## src/rtl/vga_sync_decoder.sv

```systemverilog
// VGA receive-side decoder: recovers pixel coordinates from hsync/vsync edges,
// checks line/frame timing, tracks lock and re-emits visible pixels as strobes.
module vga_sync_decoder #(
  parameter int H_TOTAL     = 800,
  parameter int V_TOTAL     = 525,
  parameter int H_ACT       = 640,
  parameter int V_ACT       = 480,
  parameter int H_ACT_START = 144,
  parameter int V_ACT_START = 34
) (
  input  logic        clk,
  input  logic        rst,
  input  logic        pixel_tick,
  input  logic        hsync,
  input  logic        vsync,
  input  logic [11:0] rgb,
  output logic        pix_valid,
  output logic [9:0]  pix_x,
  output logic [9:0]  pix_y,
  output logic [11:0] pix_rgb,
  output logic        frame_start,
  output logic        locked,
  output logic [7:0]  err_cnt
);

  // state    | meaning
  // UNLOCKED | no timing confidence; waiting for a frame boundary
  // ACQUIRE  | one clean frame must pass before locking
  // LOCKED   | timing verified; visible pixels are emitted
  typedef enum logic [1:0] {UNLOCKED, ACQUIRE, LOCKED} state_t;

  localparam logic [9:0]  CNT_MAX = 10'd1023;
  localparam logic [9:0]  H_LAST  = 10'(H_TOTAL - 1);
  localparam logic [9:0]  V_LAST  = 10'(V_TOTAL - 1);
  localparam logic [9:0]  H_ST    = 10'(H_ACT_START);
  localparam logic [9:0]  V_ST    = 10'(V_ACT_START);
  localparam logic [10:0] H_END   = 11'(H_ACT_START + H_ACT);
  localparam logic [10:0] V_END   = 11'(V_ACT_START + V_ACT);

  state_t      state, state_nxt;
  logic        hs_prev, hs_prev_nxt, vs_prev, vs_prev_nxt;
  logic [9:0]  h_cnt, h_cnt_nxt, v_cnt, v_cnt_nxt;
  logic        v_arm, v_arm_nxt;
  logic        line_seen, line_seen_nxt, frame_seen, frame_seen_nxt;
  logic [7:0]  err_cnt_nxt;
  logic        pix_valid_nxt, frame_start_nxt, locked_nxt;
  logic [9:0]  pix_x_nxt, pix_y_nxt;
  logic [11:0] pix_rgb_nxt;
  logic        hs_fall, vs_fall, v_reset;
  logic        line_err, sat_err, frame_err, err;
  logic        h_vis, v_vis;

  always_ff @(posedge clk or posedge rst) begin
    if (rst) begin
      state       <= UNLOCKED;
      hs_prev     <= 1'b1;
      vs_prev     <= 1'b1;
      h_cnt       <= '0;
      v_cnt       <= '0;
      v_arm       <= 1'b0;
      line_seen   <= 1'b0;
      frame_seen  <= 1'b0;
      err_cnt     <= '0;
      pix_valid   <= 1'b0;
      frame_start <= 1'b0;
      locked      <= 1'b0;
      pix_x       <= '0;
      pix_y       <= '0;
      pix_rgb     <= '0;
    end else begin
      state       <= state_nxt;
      hs_prev     <= hs_prev_nxt;
      vs_prev     <= vs_prev_nxt;
      h_cnt       <= h_cnt_nxt;
      v_cnt       <= v_cnt_nxt;
      v_arm       <= v_arm_nxt;
      line_seen   <= line_seen_nxt;
      frame_seen  <= frame_seen_nxt;
      err_cnt     <= err_cnt_nxt;
      pix_valid   <= pix_valid_nxt;
      frame_start <= frame_start_nxt;
      locked      <= locked_nxt;
      pix_x       <= pix_x_nxt;
      pix_y       <= pix_y_nxt;
      pix_rgb     <= pix_rgb_nxt;
    end
  end

  always_comb begin
    state_nxt       = state;
    hs_prev_nxt     = hs_prev;
    vs_prev_nxt     = vs_prev;
    h_cnt_nxt       = h_cnt;
    v_cnt_nxt       = v_cnt;
    v_arm_nxt       = v_arm;
    line_seen_nxt   = line_seen;
    frame_seen_nxt  = frame_seen;
    err_cnt_nxt     = err_cnt;
    pix_valid_nxt   = 1'b0;
    frame_start_nxt = 1'b0;
    pix_x_nxt       = pix_x;
    pix_y_nxt       = pix_y;
    pix_rgb_nxt     = pix_rgb;
    hs_fall         = 1'b0;
    vs_fall         = 1'b0;
    v_reset         = 1'b0;
    line_err        = 1'b0;
    sat_err         = 1'b0;
    frame_err       = 1'b0;
    err             = 1'b0;
    h_vis           = 1'b0;
    v_vis           = 1'b0;

    if (pixel_tick) begin
      hs_fall     = hs_prev & ~hsync;
      vs_fall     = vs_prev & ~vsync;
      v_reset     = hs_fall & v_arm;
      hs_prev_nxt = hsync;
      vs_prev_nxt = vsync;

      if (hs_fall)              h_cnt_nxt = '0;
      else if (h_cnt != CNT_MAX) h_cnt_nxt = h_cnt + 10'd1;

      if (v_reset)                          v_cnt_nxt = '0;
      else if (hs_fall && v_cnt != CNT_MAX) v_cnt_nxt = v_cnt + 10'd1;

      v_arm_nxt = vs_fall | (v_arm & ~hs_fall);

      // Saturation is flagged only on the step into 1023, so a stuck hsync counts once.
      line_err  = hs_fall & line_seen & (h_cnt != H_LAST);
      sat_err   = ~hs_fall & (h_cnt == CNT_MAX - 10'd1);
      frame_err = v_reset & frame_seen & (v_cnt != V_LAST);
      err       = line_err | sat_err | frame_err;

      if (hs_fall) line_seen_nxt  = 1'b1;
      if (v_reset) frame_seen_nxt = 1'b1;

      if (err) begin
        state_nxt      = UNLOCKED;
        line_seen_nxt  = 1'b0;
        frame_seen_nxt = 1'b0;
        if (err_cnt != 8'hFF) err_cnt_nxt = err_cnt + 8'd1;
      end else begin
        case (state)
          UNLOCKED: if (v_reset) state_nxt = ACQUIRE;
          ACQUIRE:  if (v_reset) state_nxt = LOCKED;
          default:  state_nxt = state;
        endcase
      end

      h_vis = (h_cnt_nxt >= H_ST) && ({1'b0, h_cnt_nxt} < H_END);
      v_vis = (v_cnt_nxt >= V_ST) && ({1'b0, v_cnt_nxt} < V_END);
      if (state == LOCKED && h_vis && v_vis) begin
        pix_valid_nxt   = 1'b1;
        pix_x_nxt       = h_cnt_nxt - H_ST;
        pix_y_nxt       = v_cnt_nxt - V_ST;
        pix_rgb_nxt     = rgb;
        frame_start_nxt = (h_cnt_nxt == H_ST) && (v_cnt_nxt == V_ST);
      end
    end

    locked_nxt = (state_nxt == LOCKED);
  end

endmodule
```

## config.mk

```make
export PLATFORM = sky130hd
export DESIGN_NAME = vga_sync_decoder
export DESIGN_NICKNAME = d
export VERILOG_FILES = /design/src/rtl/vga_sync_decoder.sv
export SDC_FILE = /design/constraint.sdc
export NUM_CORES = 1
export LEC_CHECK = 0
export CAP_MARGIN = 25
export CORE_MARGIN = 1
export CORE_UTILIZATION = 59
export DETAILED_ROUTE_END_ITERATION = 16
export PLACE_DENSITY = 0.86
export SLEW_MARGIN = 40
export SYNTH_ARGS = -nofsm -noshare
export SYNTH_HDL_FRONTEND = slang
export SYNTH_SLANG_ARGS = --single-unit
```

## constraint.sdc

```tcl
create_clock -name clk -period 10.4 [get_ports clk]
set_clock_uncertainty 0.05 [all_clocks]
set_input_delay 1.56 -clock clk [delete_from_list [all_inputs] [get_ports clk]]
set_output_delay 1.56 -clock clk [all_outputs]
set_load 0.01 [all_outputs]
```

### Word level (Yosys, flattened, before mapping)

Cells that the tools add are included.

| word-level totals | value |
|---|---|
| register bits after elaboration | 70 |
| latch bits | 0 |
| memory bits (writable) | 0 |
| ROM bits | 0 |
| output and inout bits | 43 |
| logic and storage cells | 82 |
| memories kept | 0 |

| cells by class | value |
|---|---|
| add/sub/neg operators | 5 |
| $mul | 0 |
| divide/modulo/power cells | 0 |
| magnitude comparators | 4 |
| equality and inequality tests | 11 |
| shift-type cells | 0 |
| multiplexer cells | 19 |
| bitwise operators | 15 |
| reduce and logical (&&, ||, !) cells | 13 |

Operators by type and width:

| kind | count |
|---|---|
| $mux 10 | 6 |
| $ne 10x10->1 const B | 4 |
| $add 10x1->10 const B | 2 |
| $lt 10x10->1 const B | 2 |
| $eq 10x10->1 const B | 1 |
| $eq 10x6->1 const B | 1 |
| $eq 10x8->1 const B | 1 |
| $ge 10x6->1 const B | 1 |
| $ge 10x8->1 const B | 1 |
| $sub 10x6->10 const B | 1 |
| $sub 10x8->10 const B | 1 |
| $and 1x1->1 | 9 |
| $add 8x1->8 const B | 1 |
| $mux 1 | 8 |
| $mux 2 | 4 |
| $ne 8x8->1 const B | 1 |
| $logic_and 1x1->1 | 6 |
| $reduce_and 2->1 | 3 |
| $eq 2x2->1 const B | 2 |
| $pmux 2 s2 | 1 |
| $reduce_bool 2->1 | 2 |
| $not 1->1 | 3 |
| $or 1x1->1 | 3 |
| $reduce_and 3->1 | 1 |
| other kinds (2) | 2 |

### Longest topological paths before layout

| depth | value |
|---|---|
| word-level depth | 11 |
| gate-level depth with buffers | 12 |

### Worst setup path before layout

OpenSTA, ideal clock, no wires.

| path | value |
|---|---|
| path type | input port to flip-flop |
| start | input hsync |
| end | register pix_rgb[10] |
| setup time | 0.125 ns |
| arrival time | 3.955 ns |
| setup slack | 6.270 ns |
| stages | 12 |
| buffers on the path | 3 |
| cell sequence | and2b_2 -> buf_6 -> buf_6 -> nor2_1 -> mux2i_1 -> ha_1 -> o221ai_1 -> nor4b_1 -> a211oi_1 -> a211oi_4 -> buf_6 -> mux2_4 |

| between the ends | value |
|---|---|
| longest elaborated chain between the ends | 10 |
| elaborated cells on any way between the ends | 18 |
| classes of those cells | order compare (4); mux (5); bitwise (3); reduce/logical (6) |

Ends and longest elaborated chain:

| item | line | text |
|---|---|---|
| from (decl) | 14 | `input logic hsync,` |
| $not 1->1 * | 115 | `hs_fall = hs_prev & ~hsync;` |
| $and 1x1->1 * | 115 |  |
| $logic_and 1x1->1 | 125 | `else if (hs_fall && v_cnt != CNT_MAX) v_cnt_nxt = v_cnt + 10'd1;` |
| $mux 10 | 125 |  |
| $mux 10 | 124 | `if (v_reset) v_cnt_nxt = '0;` |
| $mux 10 | 114 | `if (pixel_tick) begin` |
| $ge 10x6->1 / $lt 10x10->1 (equally long branches) | 152 | `v_vis = (v_cnt_nxt >= V_ST) && ({1'b0, v_cnt_nxt} < V_END);` |
| $logic_and 1x1->1 | 152 |  |
| $logic_and 1x1->1 * | 153 | `if (state == LOCKED && h_vis && v_vis) begin` |
| $reduce_and 2->1 (no source line) * | n/a |  |
| to (signal assigned) | 85 | `pix_rgb <= pix_rgb_nxt;` |
| to (decl) | 20 | `output logic [11:0] pix_rgb,` |

Mark *: on every way between the ends. The rest lies on a longest branch, timed or not. The select of a mux whose other input is x is not followed.
A chain may end at the register's enable or synchronous reset.

### Final worst setup path

| path | value |
|---|---|
| start | input hsync |
| end | register pix_x[7] |

| between the ends | value |
|---|---|
| longest elaborated chain between the ends | 10 |
| elaborated cells on any way between the ends | 19 |
| classes of those cells | add/sub (1); order compare (4); mux (5); bitwise (3); reduce/logical (6) |

Ends and longest elaborated chain:

| item | line | text |
|---|---|---|
| $not 1->1 * | 115 |  |
| $and 1x1->1 * | 115 |  |
| $logic_and 1x1->1 | 125 |  |
| $mux 10 | 125 |  |
| $mux 10 | 124 |  |
| $mux 10 | 114 |  |
| $ge 10x6->1 / $lt 10x10->1 (equally long branches) | 152 |  |
| $logic_and 1x1->1 | 152 |  |
| $logic_and 1x1->1 | 153 |  |
| $reduce_and 2->1 (no source line) | n/a |  |
| to (signal assigned) | 83 | `pix_x <= pix_x_nxt;` |
| to (decl) | 18 | `output logic [9:0] pix_x,` |

Marked as above.

==> results <==
- The simple-gate share of the synthesized area is between 10% and 20%.
- Counting both buffers and inverters, the worst setup path holds a total of 2.
- After detailed routing, the average wire length per cell comes to between 15 and 20 um.
- By area the synthesized netlist is led by dfrtp_1 42%, mux2_4 9.5%, mux2_2 5.0%.
- The worst setup path is captured at a flip-flop.
- The detailed-route vias per instance is around 6.2.
- The post-synthesis area per instance is 11.2 sq um.
- 0 antenna diodes ended up in the layout.
- The largest family of logic cells by synthesized area is multiplexers.
- The total wirelength of the detailed-routed design is ~9000 um.
- The total global routing overflow is 0.
- The number of clock buffers added by TritonCTS is 9.
- The predominant post-synthesis flop cell is dfrtp_1.
- The signal on the critical path passes through clkdlybuf4s50_1, and2b_2, nor2_1, mux2i_1, ha_1, o221ai_1, nor4b_1, a211oi_1, a211oi_4, buf_4, mux2_2.
- The number of violations of the max-capacitance limit is 0.
- The worst register-to-register path has a depth of 11.
- In this run the tool buffered the top-level ports with approximately 60 buffer cells.
- The time the final worst path needs with I/O delays and setup is around 5.3 ns.
- Cell internal power was estimated by the tool at roughly 480 uW.
- The share of total power dissipated in the clock network is 27.1%.
- The distinct cell type count after synthesis is 68.
- The worst reg-to-reg setup slack is ~5.7 ns.
- The total power is approximately 720 uW.
- The remaining number of nets flagged by the antenna check after routing is 0.
- The region available for standard cell placement spans between 0.006 and 0.007 sq mm.
- The maximum clock path buffer count is 2.
- The die covers ~0.0073 sq mm.
- Measured along the y axis, the die boundary spans between 80 and 90 um.
- Synthesis handed over a netlist of between 300 and 400 instances.
- The initialized floorplan defines 29 standard-cell rows.
- The synthesized netlist devotes between 10 and 15% of its cell area to compound gates.
- The worst pin sits at a relative slew slack of ~53%.
- After legalization and detailed placement, the total HPWL measured 6270 um.
- The synthesized netlist devotes 4.28% of its cell area to XOR and XNOR gates.
- Dividing total power by cell area gives a power density of between 100 and 150 mW/mm^2.
- The horizontal die dimension is between 80 and 90 um.
- After detailed routing, the number of remaining DRC violations is 0.
- The data arrival time of the critical path is 5.45 ns.
- The commonest cells after synthesis are 68 x dfrtp_1, 29 x nor2_1, 26 x mux2_4.
- The proportion of netlist area held by the largest area contributor is roughly two fifths.
- The flow ran to the end, and the final reports show no timing, DRC or antenna violations.
- In this run the post-CTS setup repair buffer count came out at 0.
- Of the total synthesized cell area, the portion taken by full adders, half adders and majority gates is 2.75%.
- The class of the most critical hold timing path is flip-flop to flip-flop.
- The total net switching power is ~250 uW.
- At the end of the flow, the number of nets in the layout was between 400 and 500.
- Tracing the worst setup path back leads to its startpoint at hsync.
- The total of warnings raised by yosys is 0.
- The placer's final routability congestion estimate is approximately 0.9.
- The data required time at the worst endpoint is approximately 11 ns.
- The maximum achievable frequency is roughly 190 MHz.
- The maximum resistive drop on vdd is approximately 180 uV.
- dfrtp_1 takes more of the synthesized area than any other cell.
- 60 I/O pins were placed.
- The number of global-route vias before repair came to roughly 3100.
- The multiplexer share of the synthesized area is about 17%.
- TritonCTS built the clock tree.
- The first-pass GRT wire length is approximately 15000 um.
- The slew at the pin closest to its max-slew limit is approximately 0.68 ns.
- After the first detailed-routing iteration, the DRC count stood at approximately 210.
- For the worst-skew pair, the clock arrives at the later sink with an insertion delay of 0.36 ns.
- Once the floorplan was initialized, standard cells occupied roughly 63% of the core.
- The number of cells upsized or downsized after cts is 0.
- Summed over all failing endpoints, the final setup total negative slack is 0 ns.
- The endpoint of the worst register-to-register path is pix_x[7].
- For this run, the total global-route usage over all layers was measured as a little over a quarter.
- The share of the yosys chip area belonging to registers is a little over two fifths.
- Setup violations remaining at the end of the flow were counted as 0.
- The synthesized design contains 0 enable-type register cells.
- Detailed routing inserted a total of roughly 3100 vias.
- The cell family with the largest share of critical-path delay is simple AND/OR/NAND/NOR gates.
- Counting every net in the synthesized netlist gives ~400.
- The total number of clock tree sinks is 70.
- The max-slew violation total from the final report is 0.
- Combinational logic is responsible for 24.9% of the overall power.
- The utilization after layout is 74.3%.
- The largest driver fanout on the critical path is 26.
- The hold slack is roughly 0.46 ns.
- Sequential cells burn 48.0% of the power.
- After synthesis the cells add up to approximately 0.0041 sq mm.
- On the worst path, the slowest cell contributes a delay of around 0.56 ns.
- Setup repair after global routing left no endpoint under its margin.
- In this run the critical register-to-register path is launched from h_cnt[0].
- The slowest stage of the critical path belongs to the cell a211oi_4.
- The synthesized design contains 70 register bits.
- The largest net degree at the start of global routing is 71.
- The final cycle utilization of the critical path is between 50% and 60%.
- The number of H-tree levels is 3.
- The initial antenna violation count came to 0.
- The net switching fraction of the power is between 30% and 40%.
- Clock-pin slew was measured on the worst setup and hold paths at 0.08 ns.
- The leakage power total is 2.08 nW.
- The launching element type of the critical path is an input pin.
- In this run, post-CTS hold repair placed 0 buffers.
- The cell with the most instances after synthesis is dfrtp_1.
- Clock tree synthesis selected as its root buffer the cell clkbuf_8.
- The worst setup path endpoint is pix_x[7].
- The async set-or-reset flop fraction in the synthesized netlist is 100%.
- The first detailed-routing pass ran for 4 iterations.
- The critical path depth in cells is 11.
- The number of hold violations in the final report is 0.
- By startpoint and endpoint, the worst setup path is classified as input pin to flip-flop.
- From synthesis to final layout, the design area changed by 18.5%.
- The fraction of final layout cells sized beyond drive strength 1 is 19.9%.
==> how the worst min path moves through the flow <==
| stage | start | end | slack [ns] | depth (start not counted) |
|---|---|---|---|---|
| floorplan | frame_seen | frame_seen | 0.41 | 2 |
| global placement | err_cnt[4] | err_cnt[4] | 0.43 | 1 |
| detailed placement | pix_rgb[11] | pix_rgb[11] | 0.44 | 1 |
| CTS | pix_y[7] | pix_y[7] | 0.46 | 1 |
| global route | pix_rgb[11] | pix_rgb[11] | 0.48 | 1 |
| finish | pix_y[7] | pix_y[7] | 0.46 | 1 |
==> layer usage <==
layer / vias to the layer above / global-route usage, % / routed length, um / share of wire [%]
li1: 1468 / - / - / -
met1: 1554 / 35.5 / 3900 / 43
met2: 107 / 45.7 / 4660 / 51
met3: 12 / 5.93 / 503 / 5.5
met4: 0 / 9.39 / 108 / 1.2
met5: - / 0 / 0 / 0
==> registers in the layout, indices dropped and copies added (netlist names) <==
register     flops
err_cnt          8
frame_seen       1
frame_start      1
h_cnt           10
hs_prev          1
line_seen        1
locked           1
pix_rgb         12
pix_valid        1
pix_x           10
pix_y           10
state            2
v_arm            1
v_cnt           10
vs_prev          1
==> power by group through the flow <==
stage          combinational [mW]  clock [mW]  sequential [mW]
4_1_cts                     0.179       0.201            0.346
3_3_place_gp                0.172           0            0.349
3_5_place_dp                0.177           0            0.351
2_1_floorplan               0.129           0            0.337
6_report                    0.180       0.196            0.347
5_1_grt                     0.197       0.212            0.352
==> cell families (layout without fill, tap and decap cells) <==
logic type                 Yosys count  count (layout)
AOI/OAI and AO/OA                   65              65
xor gates and xnor gates            20              20
adders and majority gates            9               9
buffers and inverters               32              94
DFF                                 70              70
muxes                               53              53
and+or+nand+nor                    117             117
==> layout make-up <==
type / instances / area, sq um
multi-input cells: 264 / 2150
well taps: 77 / 96.3
flip-flops and latches: 70 / 1750
inverters: 16 / 60.1
repair buffers: 62 / 617
clock inverters: 7 / 48.8
fillers: 427 / 1680
clock buffers: 9 / 124
==> through the flow <==
step,setup WS [ns],cell area [sq um],std cells
finish,5.14,4850,505
CTS,4.97,4840,505
floorplan,6.27,4090,366
global placement,4.75,4670,489
global route,4.84,4850,505
detailed placement,4.63,4670,489
==> cells in the final DEF (no fill, tap or decap), drive strengths merged, types with 4 or more instances in the layout <==
cell | synthesis | final
o211ai | 5 | 5
and4 | 5 | 5
a211oi | 4 | 4
mux2i | 9 | 9
clkdlybuf4s50 | 0 | 59
clkbuf | 6 | 9
nor2 | 29 | 29
a21oi | 11 | 11
dfrtp | 68 | 68
nand2b | 4 | 4
and3 | 6 | 6
ha | 9 | 9
nand3 | 8 | 8
mux2 | 44 | 44
nand2 | 23 | 23
nor4 | 7 | 7
a31oi | 8 | 8
xnor2 | 16 | 16
clkinv | 0 | 5
nand4 | 8 | 8
o21ai | 10 | 10
inv | 16 | 17
or3 | 4 | 4
xor2 | 4 | 4
nor3 | 7 | 7
(Power assumes the default switching activity.)
